`src/rtl/uart_tx_pkg.sv`:
```
// rtl/uart_tx_pkg.sv - register map, status bits, FSM states and load formatting for mmio_uart_tx
package uart_tx_pkg;

  localparam logic [3:0] TXDATA_OFF = 4'h0;
  localparam logic [3:0] STATUS_OFF = 4'h4;
  localparam logic [3:0] BAUD_OFF   = 4'h8;
  localparam logic [3:0] CTRL_OFF   = 4'hC;

  localparam int ST_FULL    = 0;
  localparam int ST_EMPTY   = 1;
  localparam int ST_BUSY    = 2;
  localparam int ST_OVF     = 3;
  localparam int ST_CNT_LSB = 8;

  localparam logic [2:0] F3_B  = 3'b000;
  localparam logic [2:0] F3_H  = 3'b001;
  localparam logic [2:0] F3_W  = 3'b010;
  localparam logic [2:0] F3_BU = 3'b100;
  localparam logic [2:0] F3_HU = 3'b101;

  typedef enum logic [1:0] {IDLE, START, DATA, STOP} tx_state_t;

  // Same lane shift and extension the core applies to data-memory loads.
  function automatic logic [31:0] load_format(input logic [31:0] word,
                                              input logic [1:0]  lane,
                                              input logic [2:0]  f3);
    logic [31:0] s;
    logic [31:0] r;
    s = word >> {lane, 3'b000};
    case (f3)
      F3_B:    r = {{24{s[7]}}, s[7:0]};
      F3_H:    r = {{16{s[15]}}, s[15:0]};
      F3_BU:   r = {24'b0, s[7:0]};
      F3_HU:   r = {16'b0, s[15:0]};
      default: r = s;
    endcase
    return r;
  endfunction

endpackage

```
`src/rtl/sync_fifo.sv`:
```
// rtl/sync_fifo.sv - synchronous FIFO; a push while full is dropped even if a pop happens that cycle
module sync_fifo #(
  parameter  int WIDTH = 8,
  parameter  int DEPTH = 8,
  localparam int PW    = $clog2(DEPTH),
  localparam int CW    = PW + 1
) (
  input  logic             i_clk,
  input  logic             i_rst_n,
  input  logic             i_push,
  input  logic [WIDTH-1:0] i_data,
  input  logic             i_pop,
  output logic [WIDTH-1:0] o_data,
  output logic             o_full,
  output logic             o_empty,
  output logic [CW-1:0]    o_count
);

  logic [WIDTH-1:0] r_mem [DEPTH];
  logic [PW-1:0]    r_wr_ptr;
  logic [PW-1:0]    r_rd_ptr;
  logic [CW-1:0]    r_count;
  logic             w_push_ok;
  logic             w_pop_ok;

  assign o_full    = (r_count == CW'(DEPTH));
  assign o_empty   = (r_count == '0);
  assign o_count   = r_count;
  assign o_data    = r_mem[r_rd_ptr];
  assign w_push_ok = i_push && !o_full;
  assign w_pop_ok  = i_pop && !o_empty;

  always_ff @(posedge i_clk or negedge i_rst_n) begin
    if (!i_rst_n) begin
      r_wr_ptr <= '0;
      r_rd_ptr <= '0;
      r_count  <= '0;
    end else begin
      if (w_push_ok) r_wr_ptr <= r_wr_ptr + 1'b1;
      if (w_pop_ok)  r_rd_ptr <= r_rd_ptr + 1'b1;
      r_count <= r_count + CW'(w_push_ok) - CW'(w_pop_ok);
    end
  end

  always_ff @(posedge i_clk) begin
    if (w_push_ok) r_mem[r_wr_ptr] <= i_data;
  end

endmodule

```
`src/rtl/mmio_uart_tx.sv`:
```
// rtl/mmio_uart_tx.sv - memory-mapped 8N1 UART transmitter; UART_TX_IRQ_EN adds irq output and CTRL.irq_enable
module mmio_uart_tx #(
  parameter logic [31:0] BASE_ADDR   = 32'h0000_1000,
  parameter int          FIFO_DEPTH  = 8,
  parameter logic [15:0] DEFAULT_DIV = 16'd434
) (
  input  logic        clock,
  input  logic        reset,
  input  logic        sel,
  input  logic [31:0] addr,
  input  logic [31:0] wdata,
  input  logic        mem_wr,
  input  logic [2:0]  rd_wr_mem,
  output logic [31:0] rdata,
  output logic        tx
`ifdef UART_TX_IRQ_EN
  ,
  output logic        irq
`endif
);
  import uart_tx_pkg::*;

  localparam int CW = $clog2(FIFO_DEPTH) + 1;

  tx_state_t   r_state;
  logic [15:0] r_cnt;
  logic [2:0]  r_bit_idx;
  logic [7:0]  r_shift;
  logic        r_tx;
  logic [15:0] r_baud_div;
  logic        r_tx_en;
  logic        r_ovf;
  logic        r_irq_en;

  logic          w_wr;
  logic [3:0]    w_off;
  logic          w_push;
  logic          w_pop;
  logic [7:0]    w_head;
  logic          w_full;
  logic          w_empty;
  logic [CW-1:0] w_count;
  logic [31:0]   w_count_ext;
  logic [15:0]   w_div_m1;
  logic          w_boundary;
  logic [31:0]   w_status;
  logic [31:0]   w_reg;
  logic          w_unused_bits;

  assign w_wr        = sel & mem_wr;
  assign w_off       = addr[3:0] & 4'hC;
  assign w_push      = w_wr && (w_off == TXDATA_OFF);
  assign w_div_m1    = (r_baud_div == 16'd0) ? 16'd0 : r_baud_div - 16'd1;
  assign w_boundary  = (r_cnt == 16'd0);
  assign w_pop       = r_tx_en && !w_empty &&
                       ((r_state == IDLE) || (r_state == STOP && w_boundary));
  assign w_count_ext = 32'(w_count);
  assign tx          = r_tx;
  assign w_unused_bits = ^{addr[31:4], wdata[31:16], BASE_ADDR};

  sync_fifo #(.WIDTH(8), .DEPTH(FIFO_DEPTH)) u_fifo (
    .i_clk   (clock),
    .i_rst_n (reset),
    .i_push  (w_push),
    .i_data  (wdata[7:0]),
    .i_pop   (w_pop),
    .o_data  (w_head),
    .o_full  (w_full),
    .o_empty (w_empty),
    .o_count (w_count)
  );

  // tx follows the state one cycle later, giving the 2-cycle store-to-start latency.
  always_ff @(posedge clock or negedge reset) begin
    if (!reset) begin
      r_state   <= IDLE;
      r_cnt     <= 16'd0;
      r_bit_idx <= 3'd0;
      r_shift   <= 8'd0;
      r_tx      <= 1'b1;
    end else begin
      r_tx <= (r_state == START) ? 1'b0 : (r_state == DATA) ? r_shift[0] : 1'b1;
      case (r_state)
        IDLE: begin
          if (w_pop) begin
            r_shift <= w_head;
            r_cnt   <= w_div_m1;
            r_state <= START;
          end
        end
        START: begin
          if (w_boundary) begin
            r_cnt     <= w_div_m1;
            r_bit_idx <= 3'd0;
            r_state   <= DATA;
          end else begin
            r_cnt <= r_cnt - 16'd1;
          end
        end
        DATA: begin
          if (w_boundary) begin
            r_cnt   <= w_div_m1;
            r_shift <= r_shift >> 1;
            if (r_bit_idx == 3'd7) r_state <= STOP;
            else r_bit_idx <= r_bit_idx + 3'd1;
          end else begin
            r_cnt <= r_cnt - 16'd1;
          end
        end
        STOP: begin
          if (w_boundary) begin
            if (w_pop) begin
              r_shift <= w_head;
              r_cnt   <= w_div_m1;
              r_state <= START;
            end else begin
              r_state <= IDLE;
            end
          end else begin
            r_cnt <= r_cnt - 16'd1;
          end
        end
        default: r_state <= IDLE;
      endcase
    end
  end

  always_ff @(posedge clock or negedge reset) begin
    if (!reset) begin
      r_baud_div <= DEFAULT_DIV;
      r_tx_en    <= 1'b0;
      r_ovf      <= 1'b0;
      r_irq_en   <= 1'b0;
    end else begin
      if (w_push && w_full) r_ovf <= 1'b1;
      else if (w_wr && w_off == STATUS_OFF && wdata[ST_OVF]) r_ovf <= 1'b0;
      if (w_wr && w_off == BAUD_OFF) r_baud_div <= wdata[15:0];
      if (w_wr && w_off == CTRL_OFF) begin
        r_tx_en <= wdata[0];
`ifdef UART_TX_IRQ_EN
        r_irq_en <= wdata[1];
`endif
      end
    end
  end

`ifdef UART_TX_IRQ_EN
  logic r_irq;
  always_ff @(posedge clock or negedge reset) begin
    if (!reset) r_irq <= 1'b0;
    else r_irq <= r_irq_en & w_empty & (r_state == IDLE);
  end
  assign irq = r_irq;
`endif

  always_comb begin
    w_status = 32'd0;
    w_status[ST_FULL]  = w_full;
    w_status[ST_EMPTY] = w_empty;
    w_status[ST_BUSY]  = (r_state != IDLE);
    w_status[ST_OVF]   = r_ovf;
    w_status[ST_CNT_LSB +: 4] = w_count_ext[3:0];
  end

  always_comb begin
    w_reg = 32'd0;
    case (w_off)
      STATUS_OFF: w_reg = w_status;
      BAUD_OFF:   w_reg = {16'd0, r_baud_div};
      CTRL_OFF:   w_reg = {30'd0, r_irq_en, r_tx_en};
      default:    w_reg = 32'd0;
    endcase
  end

  assign rdata = sel ? load_format(w_reg, addr[1:0], rd_wr_mem) : 32'd0;

endmodule

```
`config.mk`:
```
export PLATFORM = sky130hd
export DESIGN_NAME = mmio_uart_tx
export DESIGN_NICKNAME = d
export VERILOG_FILES = /design/src/rtl/uart_tx_pkg.sv /design/src/rtl/sync_fifo.sv /design/src/rtl/mmio_uart_tx.sv
export SDC_FILE = /design/constraint.sdc
export NUM_CORES = 1
export LEC_CHECK = 0
export ABC_AREA = 1
export BUFFER_PORTS_ARGS = -buffer_cell sky130_fd_sc_hd__buf_4
export CAP_MARGIN = 15
export CORE_MARGIN = 5
export CORE_UTILIZATION = 50
export CTS_CLUSTER_SIZE = 12
export DETAILED_ROUTE_END_ITERATION = 12
export GPL_TIMING_DRIVEN = 0
export PLACE_DENSITY = 0.72
export SLEW_MARGIN = 20
export SYNTH_ARGS = -nofsm -noshare
export SYNTH_HDL_FRONTEND = slang
export SYNTH_SLANG_ARGS = --single-unit
```
`constraint.sdc`:
```
create_clock -name clock -period 4.01 [get_ports clock]
set_input_delay 0.802 -clock clock [delete_from_list [all_inputs] [get_ports clock]]
set_output_delay 0.802 -clock clock [all_outputs]
set_load 0.01 [all_outputs]
```
# After elaboration in Yosys (flattened, before gate mapping)
# Memories as Yosys holds them, arrays and structs flattened.
# Index checks and enable logic that the tools add are counted.
[totals] reg_bits=58 ram_bits=64 inputBits=71 output_inout_bits=33 word_cells=95 n_memories=1
[classes] addsub=7 n_eq_ne=17 n_shift=1 n_mux=29 n_bitwise=1 n_reduce_logical=28
[mem_list] memory="u_fifo.r_mem" words=8 word_bits=8 read_ports=1 rd_ports_with_merged_regs=0 wr=1 line="sync_fifo.sv:19" text="logic [WIDTH-1:0] r_mem [DEPTH];"
[op_table] op="$pmux W32 S4" count=1
[op_table] op="$pmux W16 S3" count=2
[op_table] op="$mux W16" count=4
[op_table] op="$logic_not A16 Y1" count=2
[op_table] op="$mux W32" count=1
[op_table] op="$shr A32 B5 Y32" count=1
[op_table] op="$sub A16 B1 Y16 const B" count=2
[op_table] op="$mux W8" count=3
[op_table] op="$pmux W8 S3" count=1
[op_table] op="$logic_and A1 B1 Y1" count=11
[op_table] op="$mux W2" count=5
[op_table] op="$add A3 B1 Y3 const B" count=3
[op_table] op="$eq A3 B3 Y1 const B" count=3
[op_table] op="$mux W3" count=3
[op_table] op="$eq A2 B2 Y1 const B" count=4
[op_table] op="$logic_not A4 Y1" count=2
[op_table] op="$ne A2 B2 Y1 const B" count=4
[op_table] op="$pmux W2 S4" count=1
[op_table] op="$mux W1" count=7
[op_table] op="$pmux W3 S2" count=1
[op_table] op="$reduce_bool A2 Y1" count=3
[op_table] op="$reduce_and A5 Y1" count=1
[op_table] op="$add A4 B1 Y4" count=1
[op_table] op="$eq A2 B1 Y1 const B" count=2
[op_table] op="other kinds (13)" count=15

# Longest topological paths before layout
[depth] depth_word=7 depth_mapped=13 mapped_depth_nobuf=12

# Hierarchy
# Synthesis repeated with hierarchy kept, for this count alone.
[hier_totals] cells_unflattened=949 hier_area_um2=7505.9
[by_module_without_submodules] module="mmio_uart_tx" n_inst=1 cells_per_inst=602 area_each_um2=4032.6 seq_area_each_um2=1208.7
[by_module_without_submodules] module="sync_fifo" n_inst=1 cells_per_inst=347 area_each_um2=3473.3 seq_area_each_um2=2172.1

# Least setup slack after synthesis
# Ideal clock, no wire load.
[synth_timing] kind="input -> output" from="input port addr[3]" to="output port rdata[17]" arrival_time_ns=2.552 required_time_ns=3.208 slack_ns=0.656 path_stages=8 n_path_buf=1 cell_sequence="inv_1 nor2_4 inv_2 nor2_1 a32oi_1 nand3b_4 a21oi_1 buf_4"
[synth_via] elab_chain_cells=5 elab_cells_between_ends=7 cone_classes="eq/ne: 3; shift: 1; mux: 3"
[synth_rtl] element="start, declared" line="mmio_uart_tx.sv:10" text="input logic [31:0] addr,"
[synth_rtl] element="$eq A2 B2 Y1 or $eq A2 B1 Y1 (tied branches)" line="mmio_uart_tx.sv:167" text="case (w_off)"
[synth_rtl] element="$pmux W16 S3 (*)" line="mmio_uart_tx.sv:167"
[synth_rtl] element="$shr A32 B5 Y32 (*)" line="uart_tx_pkg.sv:29" text="s = word >> {lane, 3'b000};"
[synth_rtl] element="$pmux W32 S4 (*)" line="uart_tx_pkg.sv:30" text="case (f3)"
[synth_rtl] element="$mux W32 (*)" line="mmio_uart_tx.sv:175" text="assign rdata = sel ? load_format(w_reg, addr[1:0], rd_wr_mem) : 32'd0;"
[synth_rtl] element="end, declared" line="mmio_uart_tx.sv:14" text="output logic [31:0] rdata,"
# Mark *: on every way between the ends. The rest lies on a longest branch, timed or not.

# Worst setup path in the final report
[layout_timing] from="input port addr[3]" to="output port rdata[27]"
# Same word-level chain as after synthesis.

==> results.json <==
{
  "status": "finished clean",
  "first_iter_violations": 563,
  "synthDistinctLibCells": 44,
  "core_area_um2": 13300,
  "r2r_cells": 12,
  "vias": 5856,
  "max-slew-margin-rel_pct": 44.5,
  "seq_area_frac_synth_pct": 49.5,
  "overflow": 0,
  "worstSkewPairLatency_ns": 0.42,
  "ys_warn_count": 1,
  "pin_count": 104,
  "final_common_cell": "nand2_1",
  "synth_edf_count": 64,
  "setup_ws_ns": 0.483,
  "final_max_slew_viol_count": 0,
  "p_leak_nw": 3.54,
  "cp.arrival_ns": 2.72,
  "timing.final.crit_period_ns": 3.53,
  "areaGrowthSynthToFinish_pct": 19.0,
  "drive_gt1_share_pct": 16.6,
  "grt.total_usage_pct": 22.5,
  "synthCells": 797,
  "path_cells": "buf_4, inv_1, nor2_4, inv_2, nor2_1, a32oi_1, nand3b_4, a21oi_2, buf_4, buf_4",
  "post_synth.cell_area_avg_um2": 8.57,
  "ys_ff_latch": 122,
  "dieHeight_um": 127,
  "cts_sinks": 122,
  "drc": 0,
  "fin_nets": 967,
  "rsz0062_at_grt": "false",
  "postCtsSetupBuffers": 0,
  "cts_tree": "done",
  "die_w_um": 127,
  "wirelength_mm": 17.3,
  "rrSetupSlack_ns": 1.30,
  "reg2reg_to": "u_fifo.o_count[2]$_DFF_PN0_",
  "grt_use_met3_pct": 4.58,
  "grt_max_degree": 59,
  "gp_congestion": 0.936,
  "initial_core_util_pct": 51.2,
  "top_usage_layer": "met2",
  "post-dp-hpwl_mm": 12.4,
  "report.final.hold_viol_count": 0,
  "pre_cts_ws_ns": 0.166,
  "synth_area_um2": 6830,
  "grt_util_met1_pct": 31.9,
  "cpMaxStageDelayCell": "a21oi_2",
  "viasPerCell": 5.50,
  "worst-path-max-fanout": 16,
  "period_share_pct": 88.0,
  "num_rows": 42,
  "grt_pass1_wl_mm": 28.7,
  "syn_nets": 889,
  "synth_top_flop_cell": "edfxtp_1",
  "cts_root_buf": "clkbuf_16",
  "crit_path_max_incr_delay_ns": 0.55,
  "first_pass_iters": 5,
  "skew_ns": 0.0115,
  "async_flop_share_pct": 47.5,
  "crit_top_cell": "buf_4",
  "drt.antenna.violating_nets": 0,
  "cts_hold_buf": 0,
  "mostFrequentLayoutCells": "nand2_1 (135), nor2_1 (128), buf_4 (77)",
  "powerDensity_nw_per_um2": 695,
  "endpoint_kind": "output pin",
  "clock.fmax_ghz": 0.284,
  "startpoint_type": "primary input",
  "tns_ns": 0,
  "dieArea_um2": 16100,
  "worstPathRequired_ns": 3.21,
  "antenna_found_initial": 0,
  "r2r_start": "r_cnt[0]$_DFF_PN0_",
  "drv_cap": 0,
  "hold_path.class": "primary input to asynchronous set/reset pin",
  "path_clk_slew_ns": 0.06,
  "ir_drop_uv": 396,
  "grt_pass1_vias": 5727,
  "clockBufferDepth": 2,
  "cts_buffers": 17,
  "setup_viol": 0,
  "wl_per_cell_um": 16.3,
  "grt.met2_usage_pct": 34.5,
  "io_buffers": 59,
  "worst-setup-path-type": "primary input to output pin",
  "ctsResizeCount": 0,
  "cts_max_level": 4,
  "diodes": 0,
  "tightest_slew_ns": 0.823
}
cell families after synthesis:
group / share of synthesized area, %
multiplexers: 0.165
flip-flops: 49.5
AND/OR/NAND/NOR: 21.9
buffers and inverters: 7.32
adder cells (fa/ha/maj): 3.95
AO/OA/AOI/OAI: 15.3
XOR/XNOR: 1.92
per-layer routing:
| layer | share of wire [%] | vias to the layer above |
|---|---|---|
| met5 | 0 | - |
| met4 | 1.8 | 0 |
| met3 | 6.7 | 28 |
| met2 | 46 | 209 |
| met1 | 46 | 2747 |
| li1 | - | 2872 |
metrics by stage:
| step | std cells | area [um^2] | hold slack, ns | util [%] | total power [mW] |
|---|---|---|---|---|---|
| floorplan | 797 | 6830 | 0.450 | - | 3.40 |
| global placement | 1032 | 7500 | 0.467 | 56.2 | 3.99 |
| finish | 1064 | 8140 | 0.455 | 60.9 | 5.66 |
| detailed placement | 1032 | 7510 | 0.468 | 56.2 | 4.03 |
| CTS | 1064 | 8120 | 0.479 | 60.8 | 5.64 |
| global route | 1064 | 8140 | 0.509 | 60.9 | 6.07 |
report_power, final:
part | total, mW | leakage [nW] | switching (mW) | internal, mW
registers | 1.79 | 1.27 | 0.223 | 1.57
clock network | 1.60 | 0.296 | 0.608 | 0.993
logic | 2.26 | 1.97 | 1.49 | 0.773
total | 5.66 | 3.54 | 2.32 | 3.34
state kept, by name, indices dropped and copies added (netlist names), 2 cells and up:
register         count
r_shift              8
u_fifo.r_rd_ptr      3
u_fifo.o_count       4
u_fifo.r_mem        64
u_fifo.r_wr_ptr      3
r_state              2
r_baud_div          16
r_cnt               16
r_bit_idx            3
synthesized netlist by cell type (all sizes together), types with 10 or more instances:
cell    instances  share of area (%)
a21oi          44                3.6
buf            20                2.2
clkbuf         17               0.93
dfrtp          52                 19
edfxtp         64                 28
ha             20                3.7
inv            74                4.1
nand2         142                8.1
nand3          43                3.3
nor2          135                8.0
nor3           16                1.2
o21ai          90                6.7
o221ai         16                2.1
o22ai          12                1.1
xor2           10                1.3
worst max path at each step:
stage,start,endpoint,depth (start not counted)
finish,addr[3],rdata[27],10
global route,addr[3],rdata[27],10
CTS,addr[3],rdata[27],10
detailed placement,addr[3],rdata[20],10
global placement,addr[3],rdata[20],10
floorplan,addr[3],rdata[17],8
worst max-delay path, delay by kind of cell:
kind / cells / cell delay, ns
buffers and inverters: 5 / 0.62
and+or+nand+nor: 3 / 0.64
AOI/OAI and AO/OA: 2 / 0.66
cell type report:
cell class	count	area, um^2
flip-flops and latches	122	3380
clock inverters	14	185
fillers	1172	5210
well taps	176	220
inverters	76	285
clock buffers	18	429
repair buffers	59	443
plain buffers	37	215
multi-input cells	562	2980
Note: power is estimated with default switching activity, not from simulation.
